**config.mk**
```make
export PLATFORM = sky130hd
export DESIGN_NAME = uart_boot_loader
export DESIGN_NICKNAME = d
export VERILOG_FILES = /design/src/rtl/uart_boot_loader_pkg.sv /design/src/rtl/uart_boot_loader.sv
export SDC_FILE = /design/constraint.sdc
export NUM_CORES = 1
export LEC_CHECK = 0
export ABC_CLOCK_PERIOD_IN_PS = 2900
export BUFFER_PORTS_ARGS = -buffer_cell sky130_fd_sc_hd__buf_2
export CAP_MARGIN = 20
export CELL_PAD_IN_SITES_DETAIL_PLACEMENT = 1
export CELL_PAD_IN_SITES_GLOBAL_PLACEMENT = 1
export CORE_MARGIN = 4
export CORE_UTILIZATION = 44
export DETAILED_ROUTE_END_ITERATION = 10
export PLACE_DENSITY = 0.88
export RECOVER_POWER = 25
export SYNTH_ARGS = -nofsm -noshare
export SYNTH_HDL_FRONTEND = slang
export SYNTH_SLANG_ARGS = --single-unit
```
**constraint.sdc**
```tcl
create_clock -name i_clk -period 2.9 [get_ports i_clk]
set_clock_uncertainty 0.2 [all_clocks]
set_input_delay 0.29 -clock i_clk [delete_from_list [all_inputs] [get_ports i_clk]]
set_output_delay 0.29 -clock i_clk [all_outputs]
set_load 0.02 [all_outputs]
```
**src/rtl/uart_boot_loader_pkg.sv**
```systemverilog
// -----------------------------------------------------------------------------
// uart_boot_loader_pkg
//   Shared definitions for the UART boot loader: protocol byte values, the
//   loader state encoding and a small helper deciding when the loader is busy.
// -----------------------------------------------------------------------------
package uart_boot_loader_pkg;

  // Protocol bytes
  localparam logic [7:0] BOOT_MAGIC = 8'hA5;  // start-of-frame marker
  localparam logic [7:0] BOOT_ACK   = 8'h06;  // frame loaded, checksum good
  localparam logic [7:0] BOOT_NAK   = 8'h15;  // frame rejected

  // Loader states
  typedef enum logic [2:0] {
    WAIT_MAGIC = 3'd0,
    LEN_LO     = 3'd1,
    LEN_HI     = 3'd2,
    DATA       = 3'd3,
    CHECK      = 3'd4,
    ACK        = 3'd5,
    NAK        = 3'd6,
    RUN        = 3'd7
  } boot_state_t;

  // Busy spans the whole frame, from the accepted magic byte until the
  // ACK/NAK response has been taken by the transmitter.
  function automatic logic is_busy(input boot_state_t s);
    return (s != WAIT_MAGIC) && (s != RUN);
  endfunction

  // States in which inter-byte silence is policed.
  function automatic logic is_timed(input boot_state_t s);
    return (s == LEN_LO) || (s == LEN_HI) || (s == DATA) || (s == CHECK);
  endfunction

endpackage

```
**src/rtl/uart_boot_loader.sv**
```systemverilog
// -----------------------------------------------------------------------------
// uart_boot_loader
//   Receives a program image from the UART receive core, writes it word by
//   word into the instruction/data BRAM and holds the CPU in reset until the
//   image is loaded. Each frame is answered with ACK or NAK. With no frame
//   inside the boot window the CPU is released to run what the BRAM holds.
//
//   Frame: A5, LEN_LO, LEN_HI, 4*N data bytes (little-endian words), CHK
//          where CHK is the 8-bit sum of the data bytes.
//
// Ports
//   i_clk       system clock, rising edge
//   i_rst       synchronous active-high reset
//   i_rx_data   received byte, valid while i_rx_valid
//   i_rx_valid  single-cycle receive strobe
//   o_tx_data   response byte (ACK/NAK), stable while o_tx_valid
//   o_tx_valid  response request, held until i_tx_ready
//   i_tx_ready  transmitter accepts the response
//   o_mem_addr  BRAM word address
//   o_mem_data  BRAM write data
//   o_mem_wr    byte write enables, 4'hF for one cycle per word or 4'h0
//   o_cpu_rst   CPU reset request, low only once running
//   o_busy      frame in progress
//   o_error     sticky error: set by NAK, cleared by ACK
// -----------------------------------------------------------------------------
module uart_boot_loader
  import uart_boot_loader_pkg::*;
#(
  parameter int ADDR_WIDTH = 13,
  parameter int TIMEOUT    = 1000000,
  parameter int BOOT_WAIT  = 50000000
) (
  input  logic                  i_clk,
  input  logic                  i_rst,
  input  logic [7:0]            i_rx_data,
  input  logic                  i_rx_valid,
  output logic [7:0]            o_tx_data,
  output logic                  o_tx_valid,
  input  logic                  i_tx_ready,
  output logic [ADDR_WIDTH-1:0] o_mem_addr,
  output logic [31:0]           o_mem_data,
  output logic [3:0]            o_mem_wr,
  output logic                  o_cpu_rst,
  output logic                  o_busy,
  output logic                  o_error
);

  localparam int MEM_WORDS = 2 ** ADDR_WIDTH;
  localparam int TO_W      = $clog2(TIMEOUT + 1);
  localparam int BW_W      = $clog2(BOOT_WAIT + 1);

  localparam logic [16:0]     MEM_WORDS_L = 17'(MEM_WORDS);
  localparam logic [TO_W-1:0] TO_LAST     = TO_W'(TIMEOUT - 1);
  localparam logic [BW_W-1:0] BW_LAST     = BW_W'(BOOT_WAIT - 1);

  boot_state_t           state_q,    state_d;
  logic [BW_W-1:0]       boot_cnt_q, boot_cnt_d;
  logic [TO_W-1:0]       silence_q,  silence_d;
  logic [15:0]           len_q,      len_d;       // word count N
  logic [15:0]           word_idx_q, word_idx_d;  // next word to write
  logic [1:0]            lane_q,     lane_d;      // next byte lane
  logic [23:0]           word_buf_q, word_buf_d;  // lanes 0..2 of current word
  logic [7:0]            chk_q,      chk_d;
  logic                  error_q,    error_d;
  logic [3:0]            mem_wr_q,   mem_wr_d;
  logic [ADDR_WIDTH-1:0] mem_addr_q, mem_addr_d;
  logic [31:0]           mem_data_q, mem_data_d;
  logic [15:0]           len_rx;                  // length as seen with LEN_HI

  // ---------------------------------------------------------------------------
  // State register
  // ---------------------------------------------------------------------------
  always_ff @(posedge i_clk) begin
    // NOTE: synchronous reset is checked ahead of everything else, so a byte
    // (even a 4th data byte) arriving with reset is simply discarded and no
    // write strobe is produced.
    if (i_rst) begin
      // NOTE: non-blocking assignments throughout; every register updates
      // from the values present before the edge, independent of order here.
      state_q    <= WAIT_MAGIC;
      boot_cnt_q <= '0;
      silence_q  <= '0;
      len_q      <= '0;
      word_idx_q <= '0;
      lane_q     <= '0;
      word_buf_q <= '0;
      chk_q      <= '0;
      error_q    <= 1'b0;
      mem_wr_q   <= 4'h0;
      mem_addr_q <= '0;
      mem_data_q <= '0;
    end else begin
      state_q    <= state_d;
      boot_cnt_q <= boot_cnt_d;
      silence_q  <= silence_d;
      len_q      <= len_d;
      word_idx_q <= word_idx_d;
      lane_q     <= lane_d;
      word_buf_q <= word_buf_d;
      chk_q      <= chk_d;
      error_q    <= error_d;
      mem_wr_q   <= mem_wr_d;
      mem_addr_q <= mem_addr_d;
      mem_data_q <= mem_data_d;
    end
  end

  assign len_rx = {i_rx_data, len_q[7:0]};

  // ---------------------------------------------------------------------------
  // Next-state and datapath
  // ---------------------------------------------------------------------------
  always_comb begin
    // NOTE: every *_d is given its default before any branch, so each path
    // through this block assigns it and no latch can be inferred.
    state_d    = state_q;
    boot_cnt_d = boot_cnt_q;
    silence_d  = silence_q;
    len_d      = len_q;
    word_idx_d = word_idx_q;
    lane_d     = lane_q;
    word_buf_d = word_buf_q;
    chk_d      = chk_q;
    error_d    = error_q;
    mem_wr_d   = 4'h0;        // write strobe lasts exactly one cycle
    mem_addr_d = mem_addr_q;
    mem_data_d = mem_data_q;

    unique case (state_q)
      WAIT_MAGIC: begin
        // A magic byte takes priority over the boot window expiring.
        if (i_rx_valid && (i_rx_data == BOOT_MAGIC)) begin
          state_d    = LEN_LO;
          boot_cnt_d = '0;
          silence_d  = '0;
          chk_d      = '0;
          word_idx_d = '0;
          lane_d     = '0;
        end else if (boot_cnt_q == BW_LAST) begin
          state_d = RUN;
        end else begin
          boot_cnt_d = boot_cnt_q + 1'b1;
        end
      end

      LEN_LO: begin
        if (i_rx_valid) begin
          len_d[7:0] = i_rx_data;
          state_d    = LEN_HI;
        end
      end

      LEN_HI: begin
        if (i_rx_valid) begin
          len_d = len_rx;
          if ({1'b0, len_rx} > MEM_WORDS_L) begin
            state_d = NAK;
            error_d = 1'b1;
          end else if (len_rx == 16'd0) begin
            state_d = CHECK;
          end else begin
            state_d = DATA;
          end
        end
      end

      DATA: begin
        if (i_rx_valid) begin
          chk_d  = chk_q + i_rx_data;
          lane_d = lane_q + 2'd1;
          case (lane_q)
            2'd0: word_buf_d[7:0]   = i_rx_data;
            2'd1: word_buf_d[15:8]  = i_rx_data;
            2'd2: word_buf_d[23:16] = i_rx_data;
            default: begin
              // Word complete: present it on the write port next cycle.
              mem_wr_d   = 4'hF;
              mem_addr_d = word_idx_q[ADDR_WIDTH-1:0];
              mem_data_d = {i_rx_data, word_buf_q};
              word_idx_d = word_idx_q + 16'd1;
              if (word_idx_q == (len_q - 16'd1)) state_d = CHECK;
            end
          endcase
        end
      end

      CHECK: begin
        if (i_rx_valid) begin
          if (i_rx_data == chk_q) begin
            state_d = ACK;
            error_d = 1'b0;
          end else begin
            state_d = NAK;
            error_d = 1'b1;
          end
        end
      end

      ACK: begin
        if (i_tx_ready) state_d = RUN;
      end

      NAK: begin
        // Back to waiting for a fresh frame with a full boot window.
        if (i_tx_ready) begin
          state_d    = WAIT_MAGIC;
          boot_cnt_d = '0;
        end
      end

      default: ;  // RUN: only reset leaves this state
    endcase

    // Inter-byte silence watchdog. A byte in the expiry cycle wins: it was
    // already consumed by the case above and the counter restarts.
    if (is_timed(state_q)) begin
      if (i_rx_valid) begin
        silence_d = '0;
      end else if (silence_q == TO_LAST) begin
        state_d = NAK;
        error_d = 1'b1;
      end else begin
        silence_d = silence_q + 1'b1;
      end
    end
  end

  // ---------------------------------------------------------------------------
  // Outputs
  // ---------------------------------------------------------------------------
  assign o_tx_valid = (state_q == ACK) || (state_q == NAK);
  assign o_tx_data  = (state_q == ACK) ? BOOT_ACK :
                      (state_q == NAK) ? BOOT_NAK : 8'h00;
  assign o_cpu_rst  = (state_q != RUN);
  assign o_busy     = is_busy(state_q);
  assign o_error    = error_q;
  assign o_mem_wr   = mem_wr_q;
  assign o_mem_addr = mem_addr_q;
  assign o_mem_data = mem_data_q;

endmodule

```
==> run summary <==
For this block, the initial DRC count from the detailed router was 576. The synthesis-stage register bit count is 162. The detailed router used layers up to and including met4. The floorplan core area came out at 17,360 sq um.

The number of antenna violations at the first check in global routing came out at 0. In this run the worst path has a maximum fanout of 5. The HPWL after detailed placement is 15,600 um.

dfxtp_1 takes more of the synthesized area than any other cell. Across all layers, the routed design uses 7,417 vias. Worst min-delay path category: in2reg.

The tools report the nature of the critical path endpoint as a flip-flop. After detailed routing, the number of remaining DRC violations is 0. Entering global routing, the biggest net connects 61 pins. The post-route worst hold slack was 0.03943 ns.

The most used flip-flop cell after synthesis is dfxtp_1. The met2 wirelength from detailed routing is 12,390 um, and the area growth from synthesis to layout is 14.02%. In the final routing, the length of wire on met1 measures 10,150 um. The longest clock path from root to sink contains 2 buffers.

At the pin with the least slew margin, the transition time is 0.6763 ns. Yosys mapped a number of flops with a built-in enable equal to 0. Leaving out fill and tap cells, the most frequent cell in the layout is nand2_1. The number of maximum-capacitance violations was 0; the wire length of the first global-routing pass was 39,440 um. The design draws 4.696 mW. Ranked by total cell area, the synthesized netlist is headed by dfxtp_1 42%, nand2_1 9.8%, a21oi_1 8.5%.

The critical path in this run is classified as reg2reg. The number of sinks on the clock net was 162; the count of placed standard cells including taps was 1,261. The logs give 41.53% for the sequential area share after synthesis and 5 for the number of detailed-routing iterations run before antenna repair. The cell chosen for the clock root is clkbuf_16. Measured along the y axis, the die boundary spans 141.2 um. The tools report the kind of start point of the critical path as a flip-flop.

The global route total overflow is 0, and the data arrival at the endpoint of the critical path is 2.95 ns. The time the final worst path needs with I/O delays and setup is 2.786 ns, and the maximum level of the CTS H-tree is 4. TritonCTS built the clock tree.

The tools report the maximum VDD drop as 0.4334 mV. Final critical-path share of the clock period: 96.08%. In this run the horizontal extent of the chip is 141.2 um. After detailed routing, the average wire length per cell comes to 18.57 um. The die covers 19,940 sq um. The run gives 0 as the number of resized instances in the post-cts repair step. The layout has 2,140 filler cells. The via count of the first global-routing pass came out at 7,753. The total count of hold-check failures in the final report came out at 0. The count of cells in the finished layout, fillers not included, comes to 1,293.

For this configuration, the core starts out at a cell density of 44.99%. In the final layout, the multi-input gates occupy 4233 sq um. 73 I/O pins were placed. The synthesized area per cell is 7.754 sq um, and the number of rows in the core area is 48. Dividing total power by cell area gives a power density of 527.5 nW/um^2. The share of cells above drive strength 1 was 8.895%; the number of distinct library cell variants in the gate-level netlist after synthesis was 61.

The run gives 0.44 ns as the worst-skew pair later-pin latency. The Yosys step of the flow raised 0 warnings. Summing all flip-flop and latch instances after layout gives 3243 sq um.

The run finished with clean final reports. Counting flops with an async set or reset pin after synthesis yields a share of 0%. The number of nets at the end of the flow was 1,083. Leaving out fill and tap cells, the most frequent cells in the layout are 204 x nand2_1, 162 x dfxtp_1, 132 x a21oi_1.

The number of nets with antenna violations after detailed routing came out at 0. Cells fill 51.30% of the core in the end. After technology mapping, the gate count stands at 1,007. Summed over its instances, the top area cell type makes up 41.53% of the synthesized netlist area.

Master of the slowest instance on the critical path: or4b_2. For the synthesized cell area, the log shows 7809 sq um. The met3 wirelength from detailed routing was 1089 um. Setup violations remaining at the end of the flow were counted as 0. For this block, the routed nets add up to 24,020 um of wire. The signal on the critical path passes through inv_1, ha_1, nor4b_1, and4b_1, or4b_2, o2111ai_1, o22ai_1, or3_1, a21oi_1. Number of diodes added for antenna fixing: 0. Timing would allow up to 358.9 MHz. The number of vias per cell after detailed routing came out at 5.736. The number of port buffers is 68, and the routability-driven placement congestion ratio is 0.8440. Global routing consumed, over all layers together, 24.21% of the routing resources. The required arrival time at the worst endpoint is 3.07 ns. The post-cts hold buffer count is 0, and the static leakage power is 3.206 nW. The stage delay of the slowest cell on the critical path works out to 0.61 ns. Clock-pin slew was measured on the worst setup and hold paths at 0.07 ns. Number of CTS-inserted buffers: 17. In this run the post-CTS setup repair buffer count came out at 0. Summed negative setup slack over all endpoints: 0 ns. The max-slew violation count was 0.

The tools report the max-slew headroom at the worst pin as 54.80%. Setup repair after global routing left no endpoint under its margin.
## sequential cells by signal, indices dropped and copies added (netlist names)
signal      count
o_mem_data     32
boot_cnt_q     26
word_buf_q     24
silence_q      20
len_q          16
word_idx_q     16
o_mem_addr     13
chk_q           8
state_q         3
lane_q          2
o_error         1
o_mem_wr        1
## cell usage after synthesis (4+ instances only)
cell type,n
or2_2,7
nand3_1,73
xnor2_1,25
or4_1,7
buf_2,5
or3_1,6
nand2_1,204
dfxtp_1,162
ha_1,15
a21o_1,4
mux2i_1,6
buf_4,8
a31oi_1,8
nor4_1,8
and2_1,4
nand2b_1,6
nor2_1,82
a21oi_1,132
clkbuf_1,52
o21ai_0,23
inv_1,13
nor3_1,12
and3_1,26
buf_1,4
xor2_1,35
a311oi_1,5
nand3b_1,4
nand4_1,22
## final cells by class
type                    count  area share, %
flip-flops and latches    162          36.42
multi-input cells         766          47.54
clock buffers              17          4.778
well taps                 225          3.162
inverters                  13         0.5481
clock inverters            15          2.024
repair buffers             95          5.523
## worst paths after layout
path / from / endpoint / slack (ns) / depth (start not counted)
worst max-delay path: len_q[0] / state_q[2] / 0.11 / 9
worst min-delay path: i_rx_data[0] / len_q[8] / 0.04 / 3
worst max register to register: len_q[0] / state_q[2] / 0.11 / 9
worst min register to register: word_buf_q[14] / o_mem_data[14] / 0.25 / 2
## report_power, final
group          internal, mW  total (mW)  leakage (nW)  switching, mW
logic                0.0368       0.140          1.60          0.103
clock network          1.24        2.32         0.297           1.08
registers              2.23        2.23          1.30        0.00529
## layer usage
metal,track usage (%),up-vias
li1,-,3554
met1,28.95,3652
met2,43.22,171
met3,5.020,40
met4,7.853,0
met5,0,-
## worst max-delay path: cells and delay by family, from the launching register on
kind	cells	cell delay, ns
AND/OR/NAND/NOR	4	1.39
flip-flops	1	0.41
AO/OA/AOI/OAI	3	0.40
adder cells (fa/ha/maj)	1	0.24
buffers and inverters	1	0.07
## per-stage QoR
stage | cell area, sq um | worst slack [ns]
2_1_floorplan | 7820 | 0.3743
3_3_place_gp | 8367 | 0.2868
3_5_place_dp | 8367 | 0.1378
4_1_cts | 8972 | 0.1276
5_1_grt | 8904 | 0.003273
6_report | 8904 | 0.1136
## logic make-up after synthesis
logic type | Yosys count | share of synthesized area, %
multiplexers | 8 | 1.058
AND/OR/NAND/NOR | 484 | 29.35
adder cells (fa/ha/maj) | 16 | 2.660
flip-flops | 162 | 41.53
buffers and inverters | 82 | 4.406
other | 1 | 0.04802
AO/OA/AOI/OAI | 194 | 14.21
XOR/XNOR | 60 | 6.730
(Power assumes the default switching activity.)
